`src/rtl/hash_addr_gen.sv`:
```
// hash_addr_gen: double-hash bucket address generator, one address per clock, valid/ready output.
// Optional HASH_ADDR_GEN_B2B_EN lets DONE accept the next key in the same cycle the set is taken.
module hash_addr_gen #(
  parameter int SIZE   = 8,
  parameter int K      = 4,
  parameter int BIT    = $clog2(SIZE),
  parameter int DATA_W = 8
) (
  input  logic               clk,
  input  logic               rst_n,
  input  logic               in_valid,
  output logic               in_ready,
  input  logic [DATA_W-1:0]  in_data,
  output logic               out_valid,
  input  logic               out_ready,
  output logic [K*BIT-1:0]   generated_addr,
  output logic               busy
);
  localparam logic [1:0] IDLE = 2'd0, GEN = 2'd1, DONE = 2'd2;
  localparam int IW = K > 1 ? $clog2(K) : 1;
  localparam logic [BIT:0] SZ = (BIT+1)'(SIZE);
  localparam logic [IW-1:0] LAST = IW'(K-1);
  logic [1:0] state;
  logic [IW-1:0] idx;
  logic [BIT-1:0] h2_q, cur, h1, h2r, h2, nxt;
  logic [K*BIT-1:0] addr_q;
  logic load;
  // 2^BIT < 2*SIZE, so a single conditional subtraction is a full modulo
  function automatic logic [BIT-1:0] red(input logic [BIT:0] x);
    logic [BIT:0] d;
    d = x >= SZ ? x - SZ : x;
    return d[BIT-1:0];
  endfunction
  assign h1  = red({1'b0, in_data[BIT-1:0]});
  assign h2r = red({1'b0, in_data[2*BIT-1:BIT]});
  assign h2  = h2r == '0 ? BIT'(1) : h2r;
  assign nxt = red({1'b0, cur} + {1'b0, h2_q});
`ifdef HASH_ADDR_GEN_B2B_EN
  assign in_ready = state == IDLE || (state == DONE && out_ready);
`else
  assign in_ready = state == IDLE;
`endif
  assign load           = in_valid && in_ready;
  assign out_valid      = state == DONE;
  assign busy           = state != IDLE;
  assign generated_addr = addr_q;
  always_ff @(posedge clk or negedge rst_n) begin
    if (!rst_n) begin
      state  <= IDLE;
      idx    <= '0;
      h2_q   <= '0;
      cur    <= '0;
      addr_q <= '0;
    end else if (load) begin
      state  <= K == 1 ? DONE : GEN;
      h2_q   <= h2;
      cur    <= h1;
      addr_q <= (K*BIT)'(h1);
      idx    <= IW'(1);
    end else if (state == GEN) begin
      addr_q[idx*BIT +: BIT] <= nxt;
      cur   <= nxt;
      idx   <= idx + 1'b1;
      state <= idx == LAST ? DONE : GEN;
    end else if (state == DONE && out_ready) begin
      state <= IDLE;
    end
  end
endmodule
```
`config.mk`:
```
export PLATFORM = sky130hd
export DESIGN_NAME = hash_addr_gen
export DESIGN_NICKNAME = d
export VERILOG_FILES = /design/src/rtl/hash_addr_gen.sv
export SDC_FILE = /design/constraint.sdc
export NUM_CORES = 1
export LEC_CHECK = 0
export ABC_AREA = 1
export BUFFER_PORTS_ARGS = -buffer_cell sky130_fd_sc_hd__buf_2
export CAP_MARGIN = 20
export CORE_UTILIZATION = 49
export CTS_BUF_LIST = sky130_fd_sc_hd__clkbuf_8
export CTS_CLUSTER_DIAMETER = 50
export DETAILED_ROUTE_END_ITERATION = 10
export GPL_ROUTABILITY_DRIVEN = 1
export PLACE_DENSITY = 0.81
export SLEW_MARGIN = 20
export SYNTH_ARGS = -nofsm -noshare
export SYNTH_HDL_FRONTEND = slang
export SYNTH_SLANG_ARGS = --single-unit
```
`constraint.sdc`:
```
create_clock -name clk -period 1.4 [get_ports clk]
set_input_delay 0.35 -clock clk [delete_from_list [all_inputs] [get_ports clk]]
set_output_delay 0.35 -clock clk [all_outputs]
set_load 0.01 [all_outputs]
```
==> results.ini <==
[detailed_routing]
drt-initial-drc-count=8
met2_length_microns=1240
wl_microns=2410
routed_via_density=5.16
antenna_left=0
drt-met1-wl_microns=993
drtPass1Iterations=4
num_vias=1001
dr_wl_met3_microns=103
highest_layer=met4
post-route-drc-count=0
wire_per_inst_microns=12.4

[global_route]
grt_pass1_vias=974
track_usage_pct=21.7
grt_pass1_wl_microns=4040
gr-total-overflow=0
grt_max_degree=23
antenna_found_initial=0

[critical_path]
path_class=register to register
r2r_cells=7
crit_arrival_ns=1.74
cp-end-kind=register
worstSetupStartpointType=register
cp_max_fo=2
reg2reg_from=h2_q[0]
r2r_end=generated_addr[7]
worstPathRequired_ns=1.61
startpoint=h2_q[0]
r2r_setup_slack_ns=-0.13

[floorplanning]
core_sq_um=2210
start_util_pct=52.4
die_h_microns=50.6
dieArea_sq_um=2560
fp.dieW_microns=50.6
io_pins=27
placementRows=17

[logic_synthesis]
synth.cell_area_sq_um=1160
synth_top_area_share_pct=47.5
ys_types=24
ys_seq_elements=22
synthCells=131
synth_nets=149
synth-seq-area-share_pct=47.5
synth_compound_area_share_pct=10.9
muxShareOfSynthArea_pct=0
synth-xor-area-share_pct=0
ys_warn_count=0
synth_top_family_by_area=simple AND/OR/NAND/NOR gates
avgSynthCellArea_sq_um=8.84
synthSimpleGateAreaFrac_pct=26.6
synth_fa_ha_area_share_pct=7.13
yosys-top-cells-area=dfrtp_1, nand2_1, nand3_1, inv_1, ha_1
synth_top_area_cell=dfrtp_1

[sta]
max_freq_mhz=655
period_share_pct=109
rsz0062_at_grt=yes
fin_ws_ns=-0.126
hold_violations=0
period_needed_ns=1.53
timing.hold.ws_ns=0.0376
tns_ns=-0.976
worst_pin_slew_ns=0.499
clock_skew_ns=0.00301
drv_slew=0
slew_headroom_pct=66.7
setup_viol=12

[flow_run]
drv_cap=0

[pwr]
power_density_nw_per_um2=843
p_leak_nw=0.783
peakVddDrop_mv=0.861

[min_path]
hold_path.class=primary input to asynchronous set/reset pin

[clocking]
clockBufferDepth=2
htreeDepth=1
clk_latency_ns=0.27
root_buffer=clkbuf_8
path_clk_slew_ns=0.08
clock_sinks=22
cts_buffers=3
cts_tree=built
postCtsHoldBufs=0

[run_status]
outcome=finished, violations left
violations=setup timing

[place]
port_buffers=24
dp_hpwl_microns=1810
gp_congestion=0.782

[final_layout]
drive_above_1_share_pct=40.4
n_antenna_cell=0
syn2layout_area_growth_pct=29.0
final_nets=185
fin_util_pct=67.6

-- logic make-up after synthesis --
family / count (synthesis)
AND/OR/NAND/NOR: 60
AO/OA/AOI/OAI: 22
flip-flops: 22
buffers and inverters: 21
adder cells (fa/ha/maj): 6
-- how the worst max path moves through the flow --
stage,end,slack (ns)
after floorplan,generated_addr[11],-0.02
after global placement,generated_addr[11],-0.13
after detailed placement,generated_addr[4],-0.16
after CTS,generated_addr[2],-0.14
after global routing,generated_addr[5],-0.23
final,generated_addr[7],-0.13
-- final cells by class --
type / count / area, sq um
Tap cell: 28 / 35.0
Clock buffer: 3 / 41.3
Timing Repair Buffer: 32 / 180
Inverter: 20 / 80.1
Clock inverter: 1 / 30.0
Fill cell: 199 / 717
Sequential cell: 22 / 552
Multi-Input combinational cell: 88 / 577
-- report_power, final --
group / switching [mW] / internal (mW) / total, mW
logic: 0.0172 / 0.00894 / 0.0262
registers: 0 / 0.635 / 0.635
clock network: 0.217 / 0.382 / 0.599
-- per-layer routing --
layer  track usage (%)  up-vias
met5                 0        -
met2              40.2       28
met4              12.5        0
met3              3.64        8
met1              22.8      472
li1                  -      493
-- cell usage in the layout, fill, tap and decap left out, drive strengths merged --
| cell type | n |
|---|---|
| nor2 | 10 |
| o211ai | 1 |
| bufinv | 1 |
| fa | 1 |
| o22ai | 1 |
| inv | 20 |
| clkbuf | 3 |
| a21oi | 5 |
| nor3 | 2 |
| o21a | 1 |
| nand2 | 31 |
| o21ai | 13 |
| ha | 5 |
| a31oi | 1 |
| dfrtp | 22 |
| nand3 | 15 |
| or2 | 1 |
| nand4 | 1 |
| buf | 32 |
-- worst max-delay path: stages (launching register included) --
cell	delay, ns
dfrtp_1	0.38
ha_1	0.20
inv_2	0.06
fa_2	0.47
nor2_4	0.15
buf_4	0.12
nand2_1	0.04
nand2_1	0.06
-- sequential cells by signal, indices dropped and copies added, names as in the netlist --
name and cells:
idx 2, h2_q 3, generated_addr 12, cur 3, state 2
-- cell usage after synthesis (all sizes together) --
cell type	number
ha	5
a31oi	1
nand2	31
o211ai	1
fa	1
o21a	1
dfrtp	22
nand3	15
a21oi	5
or2	1
inv	20
buf	1
o21ai	13
nor3	2
o22ai	1
nand4	1
nor2	10
-- timing repair --
action	4_1_cts	5_1_grt
endpoints found under the setup margin	13	16
endpoints found under the hold margin	0	0
gates resized for setup	6	17
pin swaps	3	8
buffers inserted	1	1
-- through the flow --
| stage | instance area, sq um | std cells | total power [mW] | worst slack [ns] |
|---|---|---|---|---|
| CTS | 1440 | 193 | 1.28 | -0.139 |
| detailed placement | 1350 | 188 | 0.675 | -0.160 |
| floorplan | 1160 | 131 | 0.648 | -0.0160 |
| global route | 1500 | 194 | 1.30 | -0.228 |
| finish | 1500 | 194 | 1.26 | -0.126 |
| global placement | 1350 | 188 | 0.674 | -0.128 |
Note: power is estimated with default switching activity, not from simulation.
